### src/rtl/alu_pkg.sv
// alu_pkg: shared constants for the ALU issue unit.
//   DEF_OP_W / DEF_RES_W : default opcode / result widths (match the alu block)
//   OP_0..OP_6           : opcode encodings, zero-extended to DEF_OP_W
//   issue_state_e        : issue FSM encoding (IDLE, EXEC, HOLD)
package alu_pkg;

    localparam int DEF_OP_W  = 4;
    localparam int DEF_RES_W = 4;

    localparam logic [DEF_OP_W-1:0] OP_0 = DEF_OP_W'(3'b000);
    localparam logic [DEF_OP_W-1:0] OP_1 = DEF_OP_W'(3'b001);
    localparam logic [DEF_OP_W-1:0] OP_2 = DEF_OP_W'(3'b010);
    localparam logic [DEF_OP_W-1:0] OP_3 = DEF_OP_W'(3'b011);
    localparam logic [DEF_OP_W-1:0] OP_4 = DEF_OP_W'(3'b100);
    localparam logic [DEF_OP_W-1:0] OP_5 = DEF_OP_W'(3'b101);
    localparam logic [DEF_OP_W-1:0] OP_6 = DEF_OP_W'(3'b110);

    typedef enum logic [1:0] {
        IDLE = 2'd0,
        EXEC = 2'd1,
        HOLD = 2'd2
    } issue_state_e;

endpackage

### src/rtl/alu_issue_fifo.sv
// alu_issue_fifo: circular buffer holding {a, b, op} triples for the issue unit.
//   clk, rst   : clock, asynchronous active-high reset
//   push_req   : producer wants to write wdata (ignored while full)
//   wdata      : entry to write
//   pop        : consume the head entry (ignored while empty)
//   rdata      : head entry (valid while !empty)
//   full/empty : occupancy flags
//   count      : number of stored entries, 0..DEPTH
module alu_issue_fifo #(
    parameter int W     = 6,
    parameter int DEPTH = 4
) (
    input  logic                       clk,
    input  logic                       rst,
    input  logic                       push_req,
    input  logic [W-1:0]               wdata,
    input  logic                       pop,
    output logic [W-1:0]               rdata,
    output logic                       full,
    output logic                       empty,
    output logic [$clog2(DEPTH+1)-1:0] count
);

    localparam int CW = $clog2(DEPTH + 1);
    localparam int PW = (DEPTH > 1) ? $clog2(DEPTH) : 1;

    logic [DEPTH-1:0][W-1:0] mem;
    logic [PW-1:0]           wr_ptr;
    logic [PW-1:0]           rd_ptr;
    logic                    push_ok;
    logic                    pop_ok;

    assign full    = (count == CW'(DEPTH));
    assign empty   = (count == '0);
    // Fullness is judged before any same-edge pop, so a full FIFO refuses
    // a push even while the head is leaving.
    assign push_ok = push_req && !full;
    assign pop_ok  = pop && !empty;
    assign rdata   = mem[rd_ptr];

    // Storage needs no reset: entries are only read after being written.
    always_ff @(posedge clk) begin
        if (push_ok) mem[wr_ptr] <= wdata;
    end

    // DEPTH is a power of two, so pointers wrap by natural overflow.
    always_ff @(posedge clk or posedge rst) begin
        if (rst) begin
            wr_ptr <= '0;
            rd_ptr <= '0;
            count  <= '0;
        end else begin
            if (push_ok) wr_ptr <= wr_ptr + PW'(1);
            if (pop_ok)  rd_ptr <= rd_ptr + PW'(1);
            count <= count + CW'(push_ok) - CW'(pop_ok);
        end
    end

endmodule

### src/rtl/alu_issue_unit.sv
// alu_issue_unit: buffers {a, b, op} triples and issues them one at a time to
// a combinational ALU, then presents each result over a valid/ready handshake.
//   clk, rst                 : clock, asynchronous active-high reset
//   in_valid/in_ready        : producer handshake; in_ready = !full
//   in_a, in_b, in_op        : incoming triple
//   alu_a, alu_b, alu_op     : registered drive to the ALU
//   alu_out                  : ALU result (combinational from alu_*)
//   res_valid/res_ready      : consumer handshake
//   res_data, res_op         : captured result and the opcode that produced it
//   count                    : FIFO occupancy
//   done_cnt                 : completed results mod 256 (only with ALU_ISSUE_STATS_EN)
// Optional feature macro: ALU_ISSUE_STATS_EN.
module alu_issue_unit #(
    parameter int OP_W  = alu_pkg::DEF_OP_W,
    parameter int RES_W = alu_pkg::DEF_RES_W,
    parameter int DEPTH = 4
) (
    input  logic                       clk,
    input  logic                       rst,
    input  logic                       in_valid,
    output logic                       in_ready,
    input  logic                       in_a,
    input  logic                       in_b,
    input  logic [OP_W-1:0]            in_op,
    output logic                       alu_a,
    output logic                       alu_b,
    output logic [OP_W-1:0]            alu_op,
    input  logic [RES_W-1:0]           alu_out,
    output logic                       res_valid,
    input  logic                       res_ready,
    output logic [RES_W-1:0]           res_data,
    output logic [OP_W-1:0]            res_op,
`ifdef ALU_ISSUE_STATS_EN
    output logic [7:0]                 done_cnt,
`endif
    output logic [$clog2(DEPTH+1)-1:0] count
);

    import alu_pkg::*;

    localparam int EW = OP_W + 2;

    issue_state_e   state;
    logic [EW-1:0]  head;
    logic           full;
    logic           empty;
    logic           pop;

    // The head is taken only when the ALU slot is free.
    assign pop      = (state == IDLE) && !empty;
    assign in_ready = !full;

    alu_issue_fifo #(
        .W     (EW),
        .DEPTH (DEPTH)
    ) u_fifo (
        .clk      (clk),
        .rst      (rst),
        .push_req (in_valid),
        .wdata    ({in_a, in_b, in_op}),
        .pop      (pop),
        .rdata    (head),
        .full     (full),
        .empty    (empty),
        .count    (count)
    );

    // IDLE loads the ALU operands, EXEC gives the ALU one cycle to settle and
    // captures its output, HOLD presents the result until it is taken.
    always_ff @(posedge clk or posedge rst) begin
        if (rst) begin
            state     <= IDLE;
            alu_a     <= 1'b0;
            alu_b     <= 1'b0;
            alu_op    <= '0;
            res_valid <= 1'b0;
            res_data  <= '0;
            res_op    <= '0;
        end else begin
            case (state)
                IDLE: begin
                    if (!empty) begin
                        {alu_a, alu_b, alu_op} <= head;
                        state <= EXEC;
                    end
                end
                EXEC: begin
                    res_data  <= alu_out;
                    res_op    <= alu_op;
                    res_valid <= 1'b1;
                    state     <= HOLD;
                end
                HOLD: begin
                    if (res_ready) begin
                        res_valid <= 1'b0;
                        state     <= IDLE;
                    end
                end
                default: state <= IDLE;
            endcase
        end
    end

`ifdef ALU_ISSUE_STATS_EN
    always_ff @(posedge clk or posedge rst) begin
        if (rst)                           done_cnt <= 8'd0;
        else if (res_valid && res_ready)   done_cnt <= done_cnt + 8'd1;
    end
`endif

endmodule

### config.mk
export PLATFORM = sky130hd
export DESIGN_NAME = alu_issue_unit
export DESIGN_NICKNAME = d
export VERILOG_FILES = /design/src/rtl/alu_pkg.sv /design/src/rtl/alu_issue_fifo.sv /design/src/rtl/alu_issue_unit.sv
export SDC_FILE = /design/constraint.sdc
export NUM_CORES = 1
export LEC_CHECK = 0
export CAP_MARGIN = 20
export CORE_AREA = 5 5 69 71
export CTS_BUF_LIST = sky130_fd_sc_hd__clkbuf_8
export DETAILED_ROUTE_END_ITERATION = 10
export DIE_AREA = 0 0 74 76
export PLACE_DENSITY = 0.73
export SLEW_MARGIN = 10
export SYNTH_ARGS = -nofsm -noshare
export SYNTH_HDL_FRONTEND = slang
export SYNTH_SLANG_ARGS = --single-unit
### constraint.sdc
create_clock -name clk -period 2.84 [get_ports clk]
set_input_delay 0.426 -clock clk [delete_from_list [all_inputs] [get_ports clk]]
set_output_delay 0.426 -clock clk [all_outputs]
set_load 0.05 [all_outputs]
# ---- Word-level counts from Yosys, hierarchy flattened
# Cells that the tools add are included.
dict set report totals {
  ff_bits 48
  out_inout_bits 19
  word_cells 49
  rom_bits 0
  mem_bits_rw 0
  n_memories 0
  latchBits 0
  in_bits 14
}
dict set report op_classes {
  addsub 4
  reduce_logical 12
  n_mux 10
  n_eq_ne 5
  n_mul 0
  order_cmp 3
  n_shift 0
  n_div 0
  bitwise_logic 1
}
# op n
set ops {}
lappend ops {{24-bit bitwise mux} 1}
lappend ops {{6-bit binary-select mux with 2-bit select} 1}
lappend ops {{6-bit demux with 2-bit select} 1}
lappend ops {{6-bit 2-to-1 mux} 2}
lappend ops {{2-bit by 3-bit less-than comparator with 1-bit output (second input constant)} 2}
lappend ops {{2-bit case mux with 3 select lines} 1}
lappend ops {{2-bit AND reduction} 3}
lappend ops {{2-bit by 1-bit adder with 2-bit output (second input constant)} 2}
lappend ops {{1-bit logical AND} 4}
lappend ops {{2-bit 2-to-1 mux} 2}
lappend ops {{2-bit != test (second input constant)} 2}
lappend ops {{3-bit by 1-bit adder with 3-bit output} 1}
lappend ops {{3-bit equality test (second input constant)} 1}
lappend ops {{3-bit zero test} 1}
lappend ops {{3-bit by 1-bit subtractor with 3-bit output} 1}
lappend ops {{2-bit by 1-bit equality test with 1-bit output (second input constant)} 1}
lappend ops {{2-bit equality test (second input constant)} 1}
lappend ops {{2-bit by 1-bit >= comparator with 1-bit output (second input constant)} 1}
lappend ops {{1-bit zero test} 2}
lappend ops {{2-bit zero test} 1}
lappend ops {{1-bit case mux with 2 select lines} 1}
lappend ops {{2-bit nonzero test} 1}
lappend ops {{1-bit 2-to-1 mux} 1}
lappend ops {{1-bit NOT} 1}

# ---- Depth between registers and ports, before layout
# Gate-level depths: netlist of run 1.
dict set report logic_depth {
  depth_word 5
  mapped_depth 9
  mapped_depth_nobuf 9
}

# ---- Modules after synthesis
# Synthesis of run 1 repeated with hierarchy kept, for this count alone.
dict set report unflattened {
  cells_unflattened 117
  area_unflattened_um2 1996.9
}
# module area_each_um2 cells_each seq_area_each_um2 instances
set by_module_without_submodules {}
lappend by_module_without_submodules {alu_issue_fifo 1337.5 74 895.9 1}
lappend by_module_without_submodules {alu_issue_unit 659.4 43 425.4 1}

# ---- Worst setup path after synthesis of run 1
# Ideal clock, no wire load.
dict set report synth_path {
  path_kind {register to register}
  startpoint {reg u_fifo.count[1]}
  endpoint {reg u_fifo.count[2]}
  period_less_slack_ps 2436
  t_arrival_ps 2291
  setup_ps 146
  t_required_ps 2694
  path_buffers 0
  slack_ps 404
  path_stages_with_launch 10
  cell_sequence {dfrtp_1 nor3_2 nor3_4 ha_1 inv_1 ha_1 inv_1 fa_1 xnor2_1 xnor2_1}
}
dict set report synth_between {
  elab_chain_len 5
  elab_cells_between_ends 9
  cone_classes {add/sub (2); eq/ne (1); reduce/logical (6)}
}
# element line_no
set synth_lines {}
lappend synth_lines {{start, declared} alu_issue_fifo.sv:21} ;# output logic [$clog2(DEPTH+1)-1:0] count
lappend synth_lines {{start signal, assigned} alu_issue_fifo.sv:55} ;# count <= count + CW'(push_ok) - CW'(pop_ok);
lappend synth_lines {{3-bit zero test} alu_issue_fifo.sv:34} ;# assign empty = (count == '0);
lappend synth_lines {{1-bit zero test} alu_issue_unit.sv:50} ;# assign pop = (state == IDLE) && !empty;
lappend synth_lines {{1-bit logical AND} alu_issue_unit.sv:50}
lappend synth_lines {{named net pop} alu_issue_unit.sv:47} ;# logic pop;
lappend synth_lines {{1-bit logical AND} alu_issue_fifo.sv:38} ;# assign pop_ok = pop && !empty;
lappend synth_lines {{3-bit by 1-bit subtractor with 3-bit output} alu_issue_fifo.sv:55}
# The timed path passes the listed nets, and every way through them passes these cells.
# A chain may end at the register's enable or synchronous reset.

# ---- Worst setup path after layout of run 1
# Ends and elaborated chain as after synthesis.

==> out/qor.yml, run 1 <==
coreArea_um2: 4170
crit_path_max_fanout: 8
syn-num-nets: 130
antenna_left: 0
cpPeakStageDelay_ns: 0.47
drv_cap: 0
skew_ns: 0.00817
syn_inst: 109
hold_depth: 1
synth_top_family_by_area: "multiplexers"
hp-class: "reg -> reg"
cp_cell_sequence: "nor3_2 > nor3_4 > ha_1 > inv_1 > ha_1 > inv_1 > fa_1 > xnor2_1 > xnor2_1"
drive_above_1_share_pct: 21.9
holdCritStartpoint: "res_op[1]"
drt-initial-drc-count: 35
path_clk_slew_ns: 0.08
hold_violations: 0
io_buffer_count: 32
yosys_register_bits: 48
numCtsBuffers: 5
gp_congestion: 0.688
drt_wl_total_um: 3180
area_growth_pct: 23.2
grt_pass1_wl_um: 5470
finalMaxSlewViolations: 0
r2r-end: "u_fifo.count[2]"
cp_data_required_time_ns: 3.05
fin_crit_sh_pct: 79.1
cp-start-kind: "flop"
cts-root-buf: "clkbuf_8"
rsz0062_at_grt: "no"
cp.arrival_ns: 2.46
relSlewSlack_pct: 40.9
antenna_cells: 0
syn_area_um2: 1930
synth_mux_area_share_pct: 15.7
crit_family: "adder cells"
die_area_um2: 5620
layout_commonest_cell: "clkdlybuf4s50_1"
antenna_found_initial: 0
first_pass_iters: 4
die_w_um: 74
via_per_inst: 5.02
layout.nets: 166
final_cell_mix: "clkdlybuf4s50_1 (32), dfrtp_1 (24), edfxtp_1 (24)"
synth_compound_area_share_pct: 1.10
path_buf_inv: 2
overflow: 0
clk-insertion-delay-late_ns: 0.29
yosys.area_share.simple_pct: 5.05
ff2ff_path_depth: 9
grt_max_degree: 25
synth_seq_area_share_pct: 68.3
clockBufferDepth: 2
fin_tns_setup_ns: 0
reg2reg_from: "u_fifo.count[1]"
fin_crit_ns: 2.25
cts.sinks: 48
place_hpwl_um: 2450
worstSetupEndpointType: "flop"
regToRegSetupSlack_ns: 0.59
grt_pass1_vias: 1082
start_util_pct: 46.3
drc: 0
synthXorXnorAreaFrac_pct: 2.27
synth_fa_ha_area_share_pct: 4.92
dieHeight_um: 76
fmax_ghz: 0.445
avgSynthCellArea_um2: 17.7
cts_max_level: 2
ys_warn_count: 0
min_to: "res_op[1]"
yosys.cell_types.count: 24
outcome: "finished clean"
routedWlPerCell_um: 16.1
grt_use_total_pct: 13.1
io_pins: 33
postCtsHoldBufs: 0
post_cts_buffers: 0
vias: 993
final-setup-viol-count: 0
critPathKind: "reg -> reg"
cts_tree: "done"
row_count: 24
tightest_slew_ns: 0.886
cts_resized: 0
cp_slowest_cell: "dfrtp_1"
-- worst reg2reg max path, cell delays in order, from the launching register on --
cell and delay, ns:
dfrtp_1 0.47, nor3_2 0.11, nor3_4 0.35, ha_1 0.31, inv_1 0.06, ha_1 0.12
inv_1 0.05, fa_1 0.38, xnor2_1 0.18, xnor2_1 0.15
-- area by class of cell --
cell class | instances | area, um^2
inverters | 8 | 30.0
well taps | 52 | 65.1
clock inverters | 3 | 15.0
clock buffers | 5 | 68.8
flip-flops and latches | 48 | 1320
repair buffers | 32 | 320
fillers | 324 | 1790
multi-input cells | 50 | 562
-- cell usage after synthesis --
master	instances	share of area (%)
a21boi_2	1	0.58
a21oi_1	2	0.52
and2_1	4	1.3
buf_1	1	0.19
buf_2	1	0.26
buf_6	1	0.58
dfrtp_1	24	31
edfxtp_1	24	37
fa_1	1	1.0
ha_1	6	3.9
inv_1	8	1.6
mux2_2	15	8.7
mux4_2	6	7.0
nand2_1	2	0.39
nor2_1	1	0.19
nor2b_1	1	0.32
nor3_1	1	0.26
nor3_2	1	0.52
nor3_4	1	0.84
nor3b_1	1	0.39
or2_2	1	0.32
or4b_1	1	0.52
xnor2_1	4	1.8
xor2_1	1	0.45
-- cell families (layout without fill, tap and decap cells) --
kind of cell	Yosys count	after routing
simple gates	14	14
xor+xnor	5	5
flops	48	48
compound gates	3	3
buf+inv	11	48
fa+ha+maj	7	7
mux	21	21
-- stage by stage --
step | util [%] | setup WS [ns] | hold WS [ns] | instances | cell area, um^2
2_1_floorplan | - | 0.404 | 0.441 | 109 | 1930
3_3_place_gp | 55.1 | 0.677 | 0.489 | 190 | 2300
3_5_place_dp | 55.1 | 0.564 | 0.495 | 190 | 2300
4_1_cts | 57.1 | 0.560 | 0.514 | 198 | 2380
5_1_grt | 57.1 | 0.384 | 0.526 | 198 | 2380
6_report | 57.1 | 0.592 | 0.512 | 198 | 2380
-- flip-flops by register name, summed over array words and instances (netlist names) --
register / cells
alu_op: 4
state: 2
res_valid: 1
u_fifo.count: 3
u_fifo.mem: 24
u_fifo.wr_ptr: 2
alu_b: 1
res_data: 4
res_op: 4
u_fifo.rd_ptr: 2
alu_a: 1
-- layer usage --
metal	GRT usage, %	vias to the layer above	share of wire, %	wire (um)
li1	-	462	-	-
met1	15.7	506	38	1220
met2	21.7	20	55	1740
met3	3.83	5	5.2	164
met4	5.43	0	1.7	55
met5	0	-	0	0
-- worst max path at each step --
stage,start,endpoint,slack (ns),cells after the start
2_1_floorplan,u_fifo.count[1],u_fifo.count[2],0.40,9
3_3_place_gp,u_fifo.count[1],u_fifo.count[2],0.68,9
3_5_place_dp,u_fifo.count[1],u_fifo.count[2],0.56,9
4_1_cts,u_fifo.count[1],u_fifo.count[2],0.56,9
5_1_grt,u_fifo.count[1],u_fifo.count[2],0.38,9
6_report,u_fifo.count[1],u_fifo.count[2],0.59,9
Power of run 1 is left out: the tool's default activity adds up to more than one toggle a clock period on the data nets, which glitch-free logic cannot reach.
==> run 2: changes to the inputs <==
--- a/config.mk
+++ b/config.mk
@@ -10,7 +10,7 @@
 export CTS_BUF_LIST = sky130_fd_sc_hd__clkbuf_8
 export DETAILED_ROUTE_END_ITERATION = 10
 export DIE_AREA = 0 0 74 76
-export PLACE_DENSITY = 0.73
+export PLACE_DENSITY = 0.76
 export SLEW_MARGIN = 10
 export SYNTH_ARGS = -nofsm -noshare
 export SYNTH_HDL_FRONTEND = slang
==> constraint.sdc (replaced) <==
create_clock -name clk -period 1.9 [get_ports clk]
set_input_delay 0.285 -clock clk [delete_from_list [all_inputs] [get_ports clk]]
set_output_delay 0.285 -clock clk [all_outputs]
set_load 0.05 [all_outputs]
==> run 2 against run 1 <==
Against the previous run:
- the run now ends with setup timing left
- clock-buffer cell count increased by 1
- non-clock buffer count increased by 10
- critical path depth unchanged
- fmax increased by 16%
- largest cell class unchanged
==> out/qor.yml, run 2 (synthesis results as in run 1) <==
outcome: "complete, but fails checks"
violations: "setup timing"
cts.sinks: 48
numCtsBuffers: 5
final_cell_mix: "clkdlybuf4s50_1 (28), edfxtp_1 (24), dfrtp_1 (21)"
place_hpwl_um: 2360
drt_wl_total_um: 3130
regToRegSetupSlack_ns: -0.04
cp-start-kind: "flop"
vias: 1006
cts-root-buf: "clkbuf_8"
drt-initial-drc-count: 53
clk-insertion-delay-late_ns: 0.29
first_pass_iters: 3
drv_cap: 0
layout_commonest_cell: "clkdlybuf4s50_1"
relSlewSlack_pct: 65.7
fin_crit_sh_pct: 102
largest_reg_flops: 24
antenna_found_initial: 0
drc: 0
area_growth_pct: 29.6
top_register: "u_fifo.mem"
grt_pass1_vias: 1117
reg2reg_from: "u_fifo.count[0]"
dieHeight_um: 76
die_area_um2: 5620
fin_ws_ns: -0.0383
dp_cells: 200
cp.arrival_ns: 2.11
overflow: 0
antenna_cells: 0
io_pins: 33
routedWlPerCell_um: 15.0
row_count: 24
clockBufferDepth: 2
coreArea_um2: 4170
grt_max_degree: 25
finalMaxSlewViolations: 0
via_per_inst: 4.84
finalNonFillerCells: 208
place_ws_ns: -0.107
fin_tns_setup_ns: -0.0383
hold_violations: 0
io_buffer_count: 32
crit_path_max_fanout: 2
skew_ns: 0.0101
layout.nets: 176
fin_crit_ns: 1.94
gp_congestion: 0.724
drive_above_1_share_pct: 35.9
hp-class: "in -> async"
fmax_ghz: 0.516
final-setup-viol-count: 1
antenna_left: 0
tightest_slew_ns: 0.513
cp-endpoint: "u_fifo.count[2]"
cts_max_level: 2
die_w_um: 74
ff2ff_path_depth: 9
cp_data_required_time_ns: 2.07
cp-startpoint: "u_fifo.count[0]"
start_util_pct: 46.3
r2r-end: "u_fifo.count[2]"
path_clk_slew_ns: 0.09
critPathKind: "reg -> reg"
cts_tree: "done"
post_cts_buffers: 0
worstSetupEndpointType: "flop"
grt_pass1_wl_um: 5440
n_fill_cell: 312
grt_use_total_pct: 12.7
rsz0062_at_grt: "yes"
## run 2: cell count changes in the layout (fill, tap and decap cells not counted), moves of 2 or more
cell,before,now
ha_4,0,2
ha_1,6,4
inv_1,9,6
inv_4,1,3
buf_4,0,14
dfrtp_1,24,21
dfrtp_2,0,3
clkdlybuf4s50_1,32,28
## run 2: worst min path at each step
stage / start / endpoint / slack, ns / depth (start not counted)
floorplan: rst / alu_a / 0.30 / 1
finish: rst / state[0] / 0.32 / 3
global route: rst / res_valid / 0.38 / 3
global placement: res_op[1] / res_op[1] / 0.49 / 1
CTS: rst / state[0] / 0.33 / 3
detailed placement: res_data[0] / res_data[0] / 0.50 / 1
## run 2: worst max-delay path, stage by stage (launching register included)
cell     delay [ns]
dfrtp_2        0.43
nor3_4         0.24
nor3_4         0.07
ha_4           0.22
inv_4          0.05
ha_4           0.11
inv_2          0.03
fa_2           0.39
xnor2_2        0.15
xnor2_1        0.12
## run 2: per-stage QoR
step	util (%)	area [um^2]	hold slack [ns]
final	60.0	2510	0.323
after global routing	60.0	2510	0.377
after CTS	59.4	2480	0.331
after detailed placement	56.9	2380	0.498
after global placement	56.9	2380	0.488
after floorplan	-	1950	0.299
## run 2: metal layers
| metal | GRT usage, % | part of all wire [%] | routed length [um] | up-vias |
|---|---|---|---|---|
| met5 | 0 | 0 | 0 | - |
| met4 | 4.35 | 0.67 | 21 | 0 |
| met3 | 4.22 | 4.5 | 140 | 2 |
| met2 | 21.5 | 55 | 1720 | 19 |
| met1 | 15.0 | 40 | 1250 | 503 |
| li1 | - | - | - | 482 |
## run 2: what timing repair did
| item | 4_1_cts | 5_1_grt |
|---|---|---|
| setup endpoints to repair | 2 | 2 |
| gates resized for setup | 1 | 6 |
| hold buffers | 0 | 0 |
| pin swaps | 2 | 6 |
## run 2: cell type report
cell class	instances	area [um^2]	area share (%)
Sequential cell	48	1330	52.9
Multi-Input combinational cell	50	603	24.1
Timing Repair Buffer	42	385	15.4
Clock buffer	6	82.6	3.30
Tap cell	52	65.1	2.60
Inverter	8	32.5	1.30
Clock inverter	2	12.5	0.499
Power of run 2 is left out for the same reason.
